`src/rtl/rf_scoreboard_if.sv`:
```
// Decode-issue / writeback-release bundle for the register-file hazard scoreboard.
// The master side drives decode and writeback requests; the slave side is the scoreboard.
interface rf_scoreboard_if #(
    parameter int NREG = 32
);
    logic            ds_valid;
    logic            ds_rj_en;
    logic [4:0]      ds_rj;
    logic            ds_rk_en;
    logic [4:0]      ds_rk;
    logic            ds_gr_we;
    logic [4:0]      ds_dest;
    logic            ds_fire;
    logic            ws_rf_we;
    logic [4:0]      ws_waddr;
    logic            flush;
    logic            ds_stall;
    logic [NREG-1:0] busy;
    logic            err;

    modport master (
        output ds_valid, ds_rj_en, ds_rj, ds_rk_en, ds_rk, ds_gr_we, ds_dest,
               ds_fire, ws_rf_we, ws_waddr, flush,
        input  ds_stall, busy, err
    );

    modport slave (
        input  ds_valid, ds_rj_en, ds_rj, ds_rk_en, ds_rk, ds_gr_we, ds_dest,
               ds_fire, ws_rf_we, ws_waddr, flush,
        output ds_stall, busy, err
    );
endinterface

```
`src/rtl/rf_scoreboard.sv`:
```
// Per-GPR pending-write counters: decode stalls on RAW hazards against in-flight
// writes and on destination counter saturation; writeback releases entries.
module rf_scoreboard #(
    parameter int NREG      = 32,
    parameter int CNT_W     = 2,
    parameter int MAX_PEND  = 3,
    parameter int WB_BYPASS = 1
) (
    input  logic          clk,
    input  logic          reset,
    rf_scoreboard_if.slave sb
);
    typedef logic [CNT_W-1:0] cnt_t;
    localparam cnt_t MAX_CNT = cnt_t'(MAX_PEND);
    localparam cnt_t ONE_CNT = cnt_t'(1);

    cnt_t cnt      [NREG];
    cnt_t cnt_next [NREG];
    logic err_q;

    logic rj_hit;
    logic rk_hit;
    logic dest_full;
    logic stall;
    logic issue;
    logic release_req;
    logic set_err;

    // A writeback retiring the last pending write this cycle is forwarded
    // through the write-through RF, so the reader need not wait for the count.
    always_comb begin
        rj_hit = sb.ds_rj_en && (sb.ds_rj != 5'd0) && (cnt[sb.ds_rj] != '0) &&
                 !((WB_BYPASS != 0) && sb.ws_rf_we && (sb.ws_waddr == sb.ds_rj) &&
                   (cnt[sb.ds_rj] == ONE_CNT));
        rk_hit = sb.ds_rk_en && (sb.ds_rk != 5'd0) && (cnt[sb.ds_rk] != '0) &&
                 !((WB_BYPASS != 0) && sb.ws_rf_we && (sb.ws_waddr == sb.ds_rk) &&
                   (cnt[sb.ds_rk] == ONE_CNT));
        dest_full = sb.ds_gr_we && (sb.ds_dest != 5'd0) && (cnt[sb.ds_dest] == MAX_CNT);
        stall     = sb.ds_valid && (rj_hit || rk_hit || dest_full);

        issue       = sb.ds_fire && sb.ds_gr_we && (sb.ds_dest != 5'd0) && !stall &&
                      (cnt[sb.ds_dest] != MAX_CNT);
        release_req = sb.ws_rf_we && (sb.ws_waddr != 5'd0);
        set_err     = (sb.ds_fire && stall) || (release_req && (cnt[sb.ws_waddr] == '0));
    end

    always_comb begin
        for (int i = 0; i < NREG; i++) begin
            cnt_next[i] = cnt[i];
            if (sb.flush) begin
                cnt_next[i] = '0;
            end else begin
                if (issue && (sb.ds_dest == 5'(i)) && !(release_req && (sb.ws_waddr == 5'(i)))) begin
                    cnt_next[i] = cnt[i] + ONE_CNT;
                end else if (release_req && (sb.ws_waddr == 5'(i)) &&
                             !(issue && (sb.ds_dest == 5'(i))) && (cnt[i] != '0)) begin
                    cnt_next[i] = cnt[i] - ONE_CNT;
                end
            end
        end
    end

    always_ff @(posedge clk) begin
        if (reset) begin
            for (int i = 0; i < NREG; i++) begin
                cnt[i] <= '0;
            end
            err_q <= 1'b0;
        end else begin
            for (int i = 0; i < NREG; i++) begin
                cnt[i] <= cnt_next[i];
            end
            if (set_err) begin
                err_q <= 1'b1;
            end
        end
    end

    always_comb begin
        for (int i = 0; i < NREG; i++) begin
            sb.busy[i] = (cnt[i] != '0);
        end
    end

    assign sb.ds_stall = stall;
    assign sb.err      = err_q;
endmodule
```
`src/flat_wrapper.sv`:
```
// flat-port wrapper written by rule: the top's interface ports become plain ports
module rf_scoreboard_flat 
#(
    parameter int NREG      = 32,
    parameter int CNT_W     = 2,
    parameter int MAX_PEND  = 3,
    parameter int WB_BYPASS = 1
)
  (clk, reset, sb_ds_valid, sb_ds_rj_en, sb_ds_rj, sb_ds_rk_en, sb_ds_rk, sb_ds_gr_we, sb_ds_dest, sb_ds_fire, sb_ws_rf_we, sb_ws_waddr, sb_flush, sb_ds_stall, sb_busy, sb_err);
  rf_scoreboard_if #(.NREG(NREG)) sb_i ();
  input  logic clk;
  input  logic reset;
  input wire logic [$bits(sb_i.ds_valid)-1:0] sb_ds_valid;
  input wire logic [$bits(sb_i.ds_rj_en)-1:0] sb_ds_rj_en;
  input wire logic [$bits(sb_i.ds_rj)-1:0] sb_ds_rj;
  input wire logic [$bits(sb_i.ds_rk_en)-1:0] sb_ds_rk_en;
  input wire logic [$bits(sb_i.ds_rk)-1:0] sb_ds_rk;
  input wire logic [$bits(sb_i.ds_gr_we)-1:0] sb_ds_gr_we;
  input wire logic [$bits(sb_i.ds_dest)-1:0] sb_ds_dest;
  input wire logic [$bits(sb_i.ds_fire)-1:0] sb_ds_fire;
  input wire logic [$bits(sb_i.ws_rf_we)-1:0] sb_ws_rf_we;
  input wire logic [$bits(sb_i.ws_waddr)-1:0] sb_ws_waddr;
  input wire logic [$bits(sb_i.flush)-1:0] sb_flush;
  output wire logic [$bits(sb_i.ds_stall)-1:0] sb_ds_stall;
  output wire logic [$bits(sb_i.busy)-1:0] sb_busy;
  output wire logic [$bits(sb_i.err)-1:0] sb_err;
  assign sb_i.ds_valid = sb_ds_valid;
  assign sb_i.ds_rj_en = sb_ds_rj_en;
  assign sb_i.ds_rj = sb_ds_rj;
  assign sb_i.ds_rk_en = sb_ds_rk_en;
  assign sb_i.ds_rk = sb_ds_rk;
  assign sb_i.ds_gr_we = sb_ds_gr_we;
  assign sb_i.ds_dest = sb_ds_dest;
  assign sb_i.ds_fire = sb_ds_fire;
  assign sb_i.ws_rf_we = sb_ws_rf_we;
  assign sb_i.ws_waddr = sb_ws_waddr;
  assign sb_i.flush = sb_flush;
  assign sb_ds_stall = sb_i.ds_stall;
  assign sb_busy = sb_i.busy;
  assign sb_err = sb_i.err;
  rf_scoreboard #(.NREG(NREG), .CNT_W(CNT_W), .MAX_PEND(MAX_PEND), .WB_BYPASS(WB_BYPASS)) u_core (.clk(clk), .reset(reset), .sb(sb_i));
endmodule
```
`config.mk`:
```
export PLATFORM = sky130hd
export DESIGN_NAME = rf_scoreboard_flat
export DESIGN_NICKNAME = d
export VERILOG_FILES = /design/src/rtl/rf_scoreboard_if.sv /design/src/rtl/rf_scoreboard.sv /design/src/flat_wrapper.sv
export SDC_FILE = /design/constraint.sdc
export NUM_CORES = 1
export LEC_CHECK = 0
export BUFFER_PORTS_ARGS = -buffer_cell sky130_fd_sc_hd__buf_2
export CORE_MARGIN = 4
export CORE_UTILIZATION = 55
export DETAILED_ROUTE_END_ITERATION = 10
export GPL_TIMING_DRIVEN = 0
export MAX_ROUTING_LAYER = met4
export PLACE_DENSITY = 0.76
export SLEW_MARGIN = 10
export SYNTH_ARGS = -nofsm -noshare
export SYNTH_HDL_FRONTEND = slang
export SYNTH_SLANG_ARGS = --single-unit
export TNS_END_PERCENT = 30
```
`constraint.sdc`:
```
create_clock -name clk -period 2.7 [get_ports clk]
set_clock_uncertainty 0.2 [all_clocks]
set_input_delay 0.27 -clock clk [delete_from_list [all_inputs] [get_ports clk]]
set_output_delay 0.27 -clock clk [all_outputs]
set_load 0.005 [all_outputs]
```
==> flow_metrics.tcl <==
set metrics [dict create \
    synth_top_area_share_pct 20.9 \
    via_per_inst 7.50 \
    path_buf_inv 5 \
    cp_max_fo 10 \
    totalWireLength_um 27900 \
    fin_nets 884 \
    maxSlewViolCount 0 \
    coreArea_um2 10900 \
    n_antenna_cell 0 \
    synthArstFlopShare_pct 0 \
    syn_area_um2 6220 \
    place_inst 955 \
    grt_max_degree 12 \
    synth_fp_nets 795 \
    cts_sinks 65 \
    cp.required_ns 2.75 \
    synth-seq-area-share_pct 20.9 \
    die_h_um 114 \
    wl_per_cell_um 27.9 \
    fin_cells 999 \
    synth.top_cells.by_count "nand2_1 (94), dfxtp_1 (65), nand3_1 (63)" \
    clock_path_buffers 2 \
    slew_headroom_pct 17.7 \
    cts.clk_slew.worst_paths_ns 0.06 \
    synth_ff_type "dfxtp_1" \
    power.leakage_nw 2.88 \
    cp.arrival_ns 3.26 \
    grt_pass1_vias 6971 \
    htreeDepth 3 \
    postSynthCellCount 766 \
    grt_pass1_wl_um 40400 \
    worstMarginPinSlew_ns 1.23 \
    finish.instance_area_um2 7930 \
    min_from "sb_ds_fire" \
    ys_types 71 \
    critPathTopFamily "multiplexers" \
    num_rows 38 \
    timing.final.crit_share_pct 119 \
    gp_congestion 1.01 \
    cp_cell_sequence "buf_2 -> clkbuf_4 -> o21ai_0 -> mux4_2 -> mux4_2 -> nor2_4 -> buf_8 -> buf_8 -> buf_6 -> nand4_1 -> nor4_2 -> a21oi_1 -> o31ai_1" \
    synth.most_common_cell "nand2_1" \
    cp-start-kind "input port" \
    drt_first_pass_iters 6 \
    fin_crit_ns 3.21 \
    slowest_stage "mux4_2" \
    violations "setup timing" \
    min-delay-path-class "input port to flop" \
    regToRegSetupSlack_ns -0.49 \
    avgSynthCellArea_um2 8.12 \
    rsz0062_at_grt "true" \
    boundaryPins 63 \
    dieArea_um2 13100 \
    drc 0 \
    synth_edf_count 0 \
    clk_latency_ns 0.35 \
    antenna_found_initial 0 \
    portBuffers 49 \
    fillers 843 \
    drtIter0Drc 986 \
    grt_overflow 0 \
    drive_above_1_share_pct 39.0 \
    r2r-start "u_core.cnt[5][1]$_SDFFE_PP0P_" \
    dp_hpwl_um 19700 \
    startpoint "sb_ds_dest[1]" \
    synth_seq_cells 65 \
    start_util_pct 56.9 \
    via_count 7488 \
    criticalPathCategory "input port to flop" \
    grt_use_total_pct 42.1 \
    status "finished, violations left" \
    report.final.setup_viol 64 \
    synth_top_cell_by_area "dfxtp_1" \
    peakVddDrop_v 0.000273 \
    end_kind "flop" \
    area_growth_syn_to_layout_pct 27.5 \
    synth_warnings 0 \
    clock-root-buffer "clkbuf_16" \
    fp.dieW_um 114 \
    dpl-instance-area_um2 6720 \
    synth_area_leaders "dfxtp_1 (21%), mux4_2 (13%), nand2_1 (5.7%), nand3_1 (5.1%), or2_2 (3.7%)" \
    p_per_area_nw_per_um2 333 \
    cts_buffers 9 \
    worst_slack_ns -0.509 \
    critPathMaxStageDelay_ns 0.52 \
    max_freq_ghz 0.312 \
    cap_viol_max_count 0 \
    ant_nets 0 \
    hold_viol 0 \
    cts_tree "yes" \
]
==> layout by cell type, fill, tap and decap left out, types with 17 or more instances in the layout <==
cell type,count
a21oi_1,25
buf_2,55
buf_4,21
buf_6,18
clkbuf_1,28
dfxtp_1,21
dfxtp_2,34
mux4_2,37
nand2_1,89
nand3_1,56
nand4_1,21
nor2_1,47
o211ai_1,17
o21ai_0,24
or2_2,36
==> sequential cells by signal, indices dropped and copies added (netlist names) <==
signal / count
u_core.cnt: 64
u_core.sb.err: 1
==> per-layer routing <==
layer / global-route usage [%] / up-vias / wire length (um)
met5: - / - / 0
met4: 18.8 / 0 / 1430
li1: - / 3123 / -
met3: 8.93 / 145 / 3800
met1: 54.3 / 3588 / 10200
met2: 63.9 / 632 / 12400
==> tightest hold or removal path, delay by kind of cell <==
kind	cells	cell delay (ns)
buffers and inverters	1	0.12
and+or+nand+nor	1	0.07
AOI/OAI and AO/OA	1	0.07
==> area by class of cell <==
type | instances | area (um2) | area share (%)
plain buffers | 60 | 438 | 5.52
clock buffers | 9 | 225 | 2.84
clock inverters | 6 | 60.1 | 0.757
inverters | 8 | 30.0 | 0.379
multi-input cells | 630 | 5070 | 63.9
flip-flops and latches | 65 | 1380 | 17.4
well taps | 140 | 175 | 2.21
repair buffers | 81 | 554 | 6.99
==> stage by stage <==
| step | util [%] | total power [mW] | setup WS (ns) | setup TNS, ns | hold WS, ns |
|---|---|---|---|---|---|
| 2_1_floorplan | - | 1.25 | -0.217 | -8.69 | 0.142 |
| 3_3_place_gp | 61.5 | 1.38 | -0.824 | -41.93 | 0.259 |
| 3_5_place_dp | 61.5 | 1.39 | -0.855 | -44.92 | 0.265 |
| 4_1_cts | 67.0 | 2.54 | -0.403 | -19.16 | 0.00889 |
| 5_1_grt | 72.5 | 2.69 | -0.573 | -28.48 | 0.0576 |
| 6_report | 72.5 | 2.64 | -0.509 | -23.47 | 0.0333 |
==> final timing paths <==
check	to	depth (start not counted)
min reg2reg	u_core.cnt[16][0]$_SDFFE_PP0P_	1
max	u_core.cnt[29][0]$_SDFFE_PP0P_	13
min	u_core.sb.err$_SDFFE_PP0P_	3
max reg2reg	u_core.cnt[5][0]$_SDFFE_PP0P_	12
==> what timing repair did <==
action / CTS / global route
endpoints found under the setup margin: 64 / 64
setup buffers: 12 / 19
hold buffers: 1 / 0
resized for setup: 64 / 129
endpoints found under the hold margin: 1 / 0
pin swaps: 29 / 40
==> kinds of logic after synthesis <==
| family | synth area share [%] |
|---|---|
| AO/OA/AOI/OAI | 20.5 |
| XOR/XNOR | 2.53 |
| flip-flops | 20.9 |
| multiplexers | 18.8 |
| AND/OR/NAND/NOR | 31.4 |
| buffers and inverters | 5.79 |
==> power breakdown <==
group          leakage, nW  switching [mW]  internal, mW  total [mW]
registers            0.549         0.00432         0.952       0.956
clock network        0.137           0.463         0.704        1.17
logic                 2.19           0.339         0.180       0.519
total                 2.88           0.806          1.84        2.64
No activity file was read; power rests on OpenSTA's default activity.
